`src/rtl/pe_dot_accum_ctrl_pkg.sv`:
```
// Shared types, default sizes and the saturating-add helper for the dot-product accumulator controller.
package pe_dot_accum_ctrl_pkg;

  localparam int DEF_DOT_LATENCY = 4;
  localparam int DEF_NUM_LANES   = 4;
  localparam int DEF_DOT_WIDTH   = 24;
  localparam int DEF_ACC_WIDTH   = 32;
  localparam int DEF_FIFO_DEPTH  = 8;

  // Operand width of sat_add; callers sign-extend into it and keep the low bits.
  localparam int SAT_W = 64;

  typedef enum logic [1:0] {IDLE, RUN, DRAIN} pe_dot_ctrl_state_t;

  // Returns {saturated, value}; value is clamped to the signed range of 'width' bits.
  function automatic logic [SAT_W:0] sat_add(input logic signed [SAT_W-1:0] a,
                                             input logic signed [SAT_W-1:0] b,
                                             input int width);
    logic signed [SAT_W:0] s;
    logic signed [SAT_W:0] hi;
    logic signed [SAT_W:0] lo;
    s = (SAT_W+1)'(a) + (SAT_W+1)'(b);
    for (int i = 0; i <= SAT_W; i++) hi[i] = (i < width - 1);
    lo = ~hi;
    if (s > hi) return {1'b1, hi[SAT_W-1:0]};
    if (s < lo) return {1'b1, lo[SAT_W-1:0]};
    return {1'b0, s[SAT_W-1:0]};
  endfunction

endpackage

```
`src/rtl/pe_dot_accum_ctrl_if.sv`:
```
// Block feeder, dot array and writeback signals of the dot-product accumulator controller.
interface pe_dot_accum_ctrl_if import pe_dot_accum_ctrl_pkg::*; #(
  parameter int NUM_LANES = DEF_NUM_LANES,
  parameter int DOT_WIDTH = DEF_DOT_WIDTH,
  parameter int ACC_WIDTH = DEF_ACC_WIDTH
);
  logic                           i_valid;
  logic                           o_ready;
  logic                           i_last;
  logic                           i_flush;
  logic                           o_dot_issue;
  logic [NUM_LANES*DOT_WIDTH-1:0] i_dot_result;
  logic [NUM_LANES*ACC_WIDTH-1:0] o_result;
  logic                           o_valid;
  logic                           i_ready;
  logic                           o_busy;
  logic                           o_overflow;

  modport master (
    output i_valid, i_last, i_flush, i_dot_result, i_ready,
    input  o_ready, o_dot_issue, o_result, o_valid, o_busy, o_overflow
  );

  modport slave (
    input  i_valid, i_last, i_flush, i_dot_result, i_ready,
    output o_ready, o_dot_issue, o_result, o_valid, o_busy, o_overflow
  );
endinterface

```
`src/rtl/pe_dot_accum_ctrl_fifo.sv`:
```
// Synchronous show-ahead result FIFO; head is valid whenever count is non-zero.
module pe_result_fifo import pe_dot_accum_ctrl_pkg::*; #(
  parameter int WIDTH = DEF_ACC_WIDTH,
  parameter int DEPTH = DEF_FIFO_DEPTH
) (
  input  logic                       clock,
  input  logic                       resetn,
  input  logic                       push,
  input  logic [WIDTH-1:0]           push_data,
  input  logic                       pop,
  output logic [WIDTH-1:0]           head,
  output logic                       empty,
  output logic [$clog2(DEPTH+1)-1:0] count
);
  localparam int PW = $clog2(DEPTH);
  localparam int CW = $clog2(DEPTH+1);

  logic [WIDTH-1:0] mem [DEPTH];
  logic [PW-1:0]    wr_ptr;
  logic [PW-1:0]    rd_ptr;
  logic             do_pop;
  logic             full;

  assign empty  = (count == '0);
  assign full   = (count == CW'(DEPTH));
  assign do_pop = pop & ~empty;
  assign head   = mem[rd_ptr];

  always_ff @(posedge clock) begin
    if (push) mem[wr_ptr] <= push_data;
  end

  always_ff @(posedge clock) begin
    if (!resetn) begin
      wr_ptr <= '0;
      rd_ptr <= '0;
      count  <= '0;
    end else begin
      if (push)   wr_ptr <= wr_ptr + 1'b1;
      if (do_pop) rd_ptr <= rd_ptr + 1'b1;
      case ({push, do_pop})
        2'b10:   count <= count + 1'b1;
        2'b01:   count <= count - 1'b1;
        default: count <= count;
      endcase
    end
  end

  // The controller's credit scheme reserves a slot for every in-flight final block.
  assert property (@(posedge clock) disable iff (!resetn) !(push && full));

endmodule

```
`src/rtl/pe_dot_accum_ctrl.sv`:
```
// Issues blocks to the non-stallable dot array, accumulates per-lane results over multi-block
// dot products and buffers finished sums in a FIFO, admitting input only while FIFO credit remains.
module pe_dot_accum_ctrl import pe_dot_accum_ctrl_pkg::*; #(
  parameter int DOT_LATENCY = DEF_DOT_LATENCY,
  parameter int NUM_LANES   = DEF_NUM_LANES,
  parameter int DOT_WIDTH   = DEF_DOT_WIDTH,
  parameter int ACC_WIDTH   = DEF_ACC_WIDTH,
  parameter int FIFO_DEPTH  = DEF_FIFO_DEPTH
) (
  input logic               clock,
  input logic               resetn,
  pe_dot_accum_ctrl_if.slave bus
);
  localparam int CW = $clog2(FIFO_DEPTH+1);
  localparam int RW = NUM_LANES*ACC_WIDTH;

  pe_dot_ctrl_state_t   state;
  logic [DOT_LATENCY-1:0] sr_v;
  logic [DOT_LATENCY-1:0] sr_last;
  logic [CW-1:0]        pend;
  logic [CW-1:0]        fifo_count;
  logic                 fifo_empty;
  logic [RW-1:0]        acc;
  logic [RW-1:0]        sum;
  logic [NUM_LANES-1:0] lane_sat;
  logic                 acc_empty;
  logic                 overflow;
  logic                 credit_ok;
  logic                 accept;
  logic                 ret_v;
  logic                 ret_last;
  logic                 push;
  logic                 sr_drained;
  logic                 acc_empty_next;

  assign credit_ok   = ({1'b0, pend} + {1'b0, fifo_count}) < (CW+1)'(FIFO_DEPTH);
  assign bus.o_ready = resetn & (state != DRAIN) & credit_ok;
  assign accept      = bus.i_valid & bus.o_ready;
  assign bus.o_dot_issue = accept;

  assign ret_v    = sr_v[DOT_LATENCY-1];
  assign ret_last = sr_last[DOT_LATENCY-1];
  assign push     = ret_v & ret_last;

  // True when no tracked beat remains after this cycle's shift; the tail is retiring now.
  assign sr_drained     = ((sr_v << 1) == '0);
  assign acc_empty_next = ret_v ? ret_last : acc_empty;

  for (genvar l = 0; l < NUM_LANES; l++) begin : g_lane
    logic signed [ACC_WIDTH-1:0] acc_l;
    logic signed [DOT_WIDTH-1:0] dot_l;
    logic [SAT_W:0]              res;
    assign acc_l = acc_empty ? '0 : acc[l*ACC_WIDTH +: ACC_WIDTH];
    assign dot_l = bus.i_dot_result[l*DOT_WIDTH +: DOT_WIDTH];
    assign res   = sat_add(SAT_W'(acc_l), SAT_W'(dot_l), ACC_WIDTH);
    assign sum[l*ACC_WIDTH +: ACC_WIDTH] = ACC_WIDTH'(res[SAT_W-1:0]);
    assign lane_sat[l] = res[SAT_W];
  end

  always_ff @(posedge clock) begin
    if (!resetn) begin
      state     <= IDLE;
      sr_v      <= '0;
      sr_last   <= '0;
      pend      <= '0;
      acc       <= '0;
      acc_empty <= 1'b1;
      overflow  <= 1'b0;
    end else begin
      sr_v    <= (sr_v << 1) | DOT_LATENCY'(accept);
      sr_last <= (sr_last << 1) | DOT_LATENCY'(accept & bus.i_last);

      if (ret_v) begin
        if (|lane_sat) overflow <= 1'b1;
        if (ret_last) begin
          acc_empty <= 1'b1;
        end else begin
          acc       <= sum;
          acc_empty <= 1'b0;
        end
      end

      case ({accept & bus.i_last, push})
        2'b10:   pend <= pend + 1'b1;
        2'b01:   pend <= pend - 1'b1;
        default: pend <= pend;
      endcase

      // Leaving DRAIN drops any partial sum; this overrides an accumulate in the same cycle.
      case (state)
        IDLE:    if (accept) state <= RUN;
        RUN: begin
          if (bus.i_flush) state <= DRAIN;
          else if (!accept && sr_drained && acc_empty_next) state <= IDLE;
        end
        DRAIN: begin
          if (sr_drained) begin
            state     <= IDLE;
            acc_empty <= 1'b1;
          end
        end
        default: state <= IDLE;
      endcase
    end
  end

  pe_result_fifo #(
    .WIDTH (RW),
    .DEPTH (FIFO_DEPTH)
  ) u_fifo (
    .clock     (clock),
    .resetn    (resetn),
    .push      (push),
    .push_data (sum),
    .pop       (bus.o_valid & bus.i_ready),
    .head      (bus.o_result),
    .empty     (fifo_empty),
    .count     (fifo_count)
  );

  assign bus.o_valid    = resetn & ~fifo_empty;
  assign bus.o_busy     = resetn & ((state != IDLE) | ~fifo_empty);
  assign bus.o_overflow = overflow;

endmodule
```
`src/flat_wrapper.sv`:
```
// flat-port wrapper written by rule: the top's interface ports become plain ports
module pe_dot_accum_ctrl_flat import pe_dot_accum_ctrl_pkg::*;
#(
  parameter int DOT_LATENCY = DEF_DOT_LATENCY,
  parameter int NUM_LANES   = DEF_NUM_LANES,
  parameter int DOT_WIDTH   = DEF_DOT_WIDTH,
  parameter int ACC_WIDTH   = DEF_ACC_WIDTH,
  parameter int FIFO_DEPTH  = DEF_FIFO_DEPTH
)
  (clock, resetn, bus_i_valid, bus_i_last, bus_i_flush, bus_i_dot_result, bus_i_ready, bus_o_ready, bus_o_dot_issue, bus_o_result, bus_o_valid, bus_o_busy, bus_o_overflow);
  pe_dot_accum_ctrl_if #(.NUM_LANES(NUM_LANES), .DOT_WIDTH(DOT_WIDTH), .ACC_WIDTH(ACC_WIDTH)) bus_i ();
  input logic clock;
  input logic resetn;
  input wire logic [$bits(bus_i.i_valid)-1:0] bus_i_valid;
  input wire logic [$bits(bus_i.i_last)-1:0] bus_i_last;
  input wire logic [$bits(bus_i.i_flush)-1:0] bus_i_flush;
  input wire logic [$bits(bus_i.i_dot_result)-1:0] bus_i_dot_result;
  input wire logic [$bits(bus_i.i_ready)-1:0] bus_i_ready;
  output wire logic [$bits(bus_i.o_ready)-1:0] bus_o_ready;
  output wire logic [$bits(bus_i.o_dot_issue)-1:0] bus_o_dot_issue;
  output wire logic [$bits(bus_i.o_result)-1:0] bus_o_result;
  output wire logic [$bits(bus_i.o_valid)-1:0] bus_o_valid;
  output wire logic [$bits(bus_i.o_busy)-1:0] bus_o_busy;
  output wire logic [$bits(bus_i.o_overflow)-1:0] bus_o_overflow;
  assign bus_i.i_valid = bus_i_valid;
  assign bus_i.i_last = bus_i_last;
  assign bus_i.i_flush = bus_i_flush;
  assign bus_i.i_dot_result = bus_i_dot_result;
  assign bus_i.i_ready = bus_i_ready;
  assign bus_o_ready = bus_i.o_ready;
  assign bus_o_dot_issue = bus_i.o_dot_issue;
  assign bus_o_result = bus_i.o_result;
  assign bus_o_valid = bus_i.o_valid;
  assign bus_o_busy = bus_i.o_busy;
  assign bus_o_overflow = bus_i.o_overflow;
  pe_dot_accum_ctrl #(.DOT_LATENCY(DOT_LATENCY), .NUM_LANES(NUM_LANES), .DOT_WIDTH(DOT_WIDTH), .ACC_WIDTH(ACC_WIDTH), .FIFO_DEPTH(FIFO_DEPTH)) u_core (.clock(clock), .resetn(resetn), .bus(bus_i));
endmodule
```
`config.mk`:
```
export PLATFORM = sky130hd
export DESIGN_NAME = pe_dot_accum_ctrl_flat
export DESIGN_NICKNAME = d
export VERILOG_FILES = /design/src/rtl/pe_dot_accum_ctrl_pkg.sv /design/src/rtl/pe_dot_accum_ctrl_if.sv /design/src/rtl/pe_dot_accum_ctrl_fifo.sv /design/src/rtl/pe_dot_accum_ctrl.sv /design/src/flat_wrapper.sv
export SDC_FILE = /design/constraint.sdc
export NUM_CORES = 1
export LEC_CHECK = 0
export ABC_CLOCK_PERIOD_IN_PS = 16000
export BUFFER_PORTS_ARGS = -buffer_cell sky130_fd_sc_hd__buf_2
export CORE_UTILIZATION = 55
export DETAILED_ROUTE_END_ITERATION = 16
export PLACE_DENSITY = 0.75
export SYNTH_ARGS = -nofsm -noshare
export SYNTH_HDL_FRONTEND = slang
export SYNTH_SLANG_ARGS = --single-unit
```
`constraint.sdc`:
```
create_clock -name clock -period 16 [get_ports clock]
set_input_delay 1.6 -clock clock [delete_from_list [all_inputs] [get_ports clock]]
set_output_delay 1.6 -clock clock [all_outputs]
set_load 0.05 [all_outputs]
```
==> impl_metrics.toml <==
[floorplanning]
pin_count = 235
die_area_mm2 = 0.0967
core_area_mm2 = 0.0939
num_rows = 112
initial_core_util_pct = 55.9
die_w_um = 311
die_h_um = 311

[critical_path]
worstSetupStartpointType = "flop"
max_stage_delay_ns = 0.77
crit_family = "buffers and inverters"
cp.required_ns = 14.40
critPathBufInv = 3
crit_chain = "buf_4 > buf_4 > mux4_2 > mux2_2 > buf_2"
crit_type = "reg2out"
end_kind = "primary output"
critPathMaxFanout = 41
cpMaxStageDelayCell = "buf_4"
cp.arrival_ns = 4.07
cpMostUsedCell = "buf_4"

[clock_network]
cts.repair.resized = 0
insertion_delay_ns = 0.72
cts_tree = "built"
cts_buffers = 118
clock_sinks = 1181
postCtsSetupBuffers = 0
path_clk_slew_ns = 0.06
clock-root-buffer = "clkbuf_16"
cts_buffer_depth = 3
cts_max_level = 3
hold_buffers = 0

[routing]
route.detailed.drc = 0
drtAntennaViolNets = 0
firstDrtPassIters = 6
routedWlPerCell_um = 24.0
totalWireLength_um = 121000
drt_iter0_drc = 3014
avgViaCountPerCell = 6.06
vias = 30600

[global_routing]
grt_usage_pct = 25.1
antenna_found_initial = 8
met3_usage_pct = 4.25
grt-ovfl-total = 0
grt_pass1_vias = 31200
grt_max_degree = 129
grt_use_met1_pct = 34.8
grt_use_met2_pct = 41.1
busiest_layer = "met2"
grt_pass1_wl_um = 187000

[sta]
maxSlewViolCount = 0
fmax_mhz = 176
final_hold_viol_count = 0
rsz0062_at_grt = "no"
fin_setup_tns_ns = 0
setup_viol = 0
slew_headroom_pct = 25.4
period_needed_ns = 5.67
finClkSkew_ns = 0.0291
fin_crit_sh_pct = 35.5
worst_pin_slew_ns = 1.11

[final_layout]
drive_gt1_share_pct = 23.9
fill_cells = 6752
syn_to_final_growth_pct = 12.6
design_area_mm2 = 0.0591
final_nets = 3931

[synthesis]
ys.flop_type = "edfxtp_1"
postSynth.asyncResetShare_pct = 0
postSynthCellCount = 3463
yosysMostFrequentCell = "edfxtp_1"
synth.area.top_cells = "edfxtp_1 (59%), mux4_2 (11%), dfxtp_1 (6.0%)"
syn_area_per_cell_um2 = 15.2
netlist_area_mm2 = 0.0525
synth.ff_latch_count = 1181
ys_seq_area_share_pct = 64.5
synth_area_leader_cell = "edfxtp_1"
ys_warn_count = 0
synth_common_cells = "edfxtp_1 (1024), mux4_2 (256), nand2_1 (228)"
syn_nets = 3710
synth.distinct_cells = 74
synth-edff-count = 1024
synth_top_area_share_pct = 58.6

[power]
vdd_drop_max_v = 0.0000876
switching_share_pct = 20.6
power_leakage_uw = 0.0202
power_frac_seq_pct = 52.7
clkPwrFrac_pct = 44.2
p_switching_uw = 1310
p_per_area_mw_per_mm2 = 108
p_int_uw = 5070
combPwrFrac_pct = 3.1

[place]
portBuffers = 234
place_congestion = 0.915
dp_hpwl_um = 70200
dpl_cell_area_mm2 = 0.0550

[status]
status = "finished clean"

[run]
cap_violations = 0

[worst_hold_path]
min_path_type = "reg2reg"
==> area by class of cell <==
type	count	area [um2]	share of cell area (%)
sequential	1181	33900	57.4
multi-input combinational	2044	17800	30.1
clock buffer	162	3370	5.70
tap	1254	1570	2.65
timing repair buffer	281	1560	2.65
clock inverter	63	677	1.15
inverter	58	218	0.368
antenna	3	7.51	0.0127
==> cell usage in the layout, fill, tap and decap left out, types with 18 or more instances in the layout <==
cell type and instances:
mux2_2 130, xnor2_1 75, nand2b_1 23, ha_1 139, nand2_1 228, clkbuf_8 23, a31oi_1 24, dfxtp_1 153
nand3_1 30, inv_1 57, clkbuf_1 20, o21ai_0 191, edfxtp_1 1024, mux4_2 256, a21o_1 69, a21oi_1 218
nor3_1 18, buf_4 45, nor2b_1 138, and3_1 18, xor2_1 43, clkbuf_16 119, nor2_1 185, buf_2 233
a211oi_1 19
==> worst paths after layout <==
check | from | endpoint | slack (ns) | cells past startpoint
min reg2reg | u_core.sr_last[2]$_SDFF_PN0_ | u_core.sr_last[3]$_SDFF_PN0_ | 0.43 | 1
max | flop | bus_o_result[17] | 10.33 | 5
min | u_core.sr_last[2]$_SDFF_PN0_ | u_core.sr_last[3]$_SDFF_PN0_ | 0.43 | 1
max reg2reg | u_core.acc_empty$_SDFF_PN1_ | u_core.acc[50]$_SDFFE_PN0P_ | 10.45 | 15
==> flip-flops by register name (all words and copies together) (netlist names), named ones only <==
| name | cells |
|---|---|
| u_core.u_fifo.mem | 1024 |
| u_core.bus.o_overflow | 1 |
| u_core.u_fifo.wr_ptr | 3 |
| u_core.acc_empty | 1 |
| u_core.sr_v | 4 |
| u_core.pend | 4 |
| u_core.acc | 128 |
| u_core.state | 2 |
| u_core.sr_last | 4 |
| u_core.u_fifo.count | 4 |
| u_core.u_fifo.rd_ptr | 3 |
==> power groups by stage <==
stage / logic (uW) / registers, uW / clock network, uW
global placement: 189 / 3430 / 0
detailed placement: 193 / 3430 / 0
CTS: 194 / 3360 / 2870
floorplan: 122 / 3430 / 0
finish: 196 / 3360 / 2820
global route: 215 / 3360 / 2980
==> per-stage QoR <==
stage / cells / power [uW] / util (%) / worst slack [ns] / hold slack, ns
after floorplan: 3463 / 3550 / - / 5.88 / 0.412
after global placement: 4818 / 3620 / 58.6 / 10.32 / 0.417
after detailed placement: 4818 / 3620 / 58.6 / 10.06 / 0.421
after CTS: 5043 / 6420 / 62.9 / 10.15 / 0.428
after global routing: 5045 / 6560 / 62.9 / 9.85 / 0.445
final: 5046 / 6380 / 62.9 / 10.33 / 0.433
==> worst reg2reg max path: stages, from the launching register on <==
cell,delay (ns)
dfxtp_4,0.61
buf_4,0.51
nor2b_1,0.14
ha_1,0.26
inv_1,0.09
fa_1,0.21
nor2b_1,0.08
o211ai_1,0.27
a311oi_1,0.22
o311ai_0,0.48
nand3_1,0.24
o21bai_1,0.89
and2_1,0.44
buf_4,0.31
o21ai_0,0.38
o21ba_2,0.33
==> layer usage <==
layer | part of all wire [%] | wire (um) | vias up
li1 | - | - | 13900
met1 | 43 | 51600 | 15600
met2 | 49 | 58700 | 956
met3 | 6.2 | 7440 | 178
met4 | 2.5 | 3080 | 8
met5 | 0.045 | 55 | -
==> cells by family after synthesis <==
group,share of synthesized area (%)
XOR/XNOR,2.00
AO/OA/AOI/OAI,7.72
flip-flops,64.5
multiplexers,13.8
buffers and inverters,1.76
adder cells (fa/ha/maj),3.62
AND/OR/NAND/NOR,6.54
Note: power is estimated with default switching activity, not from simulation.
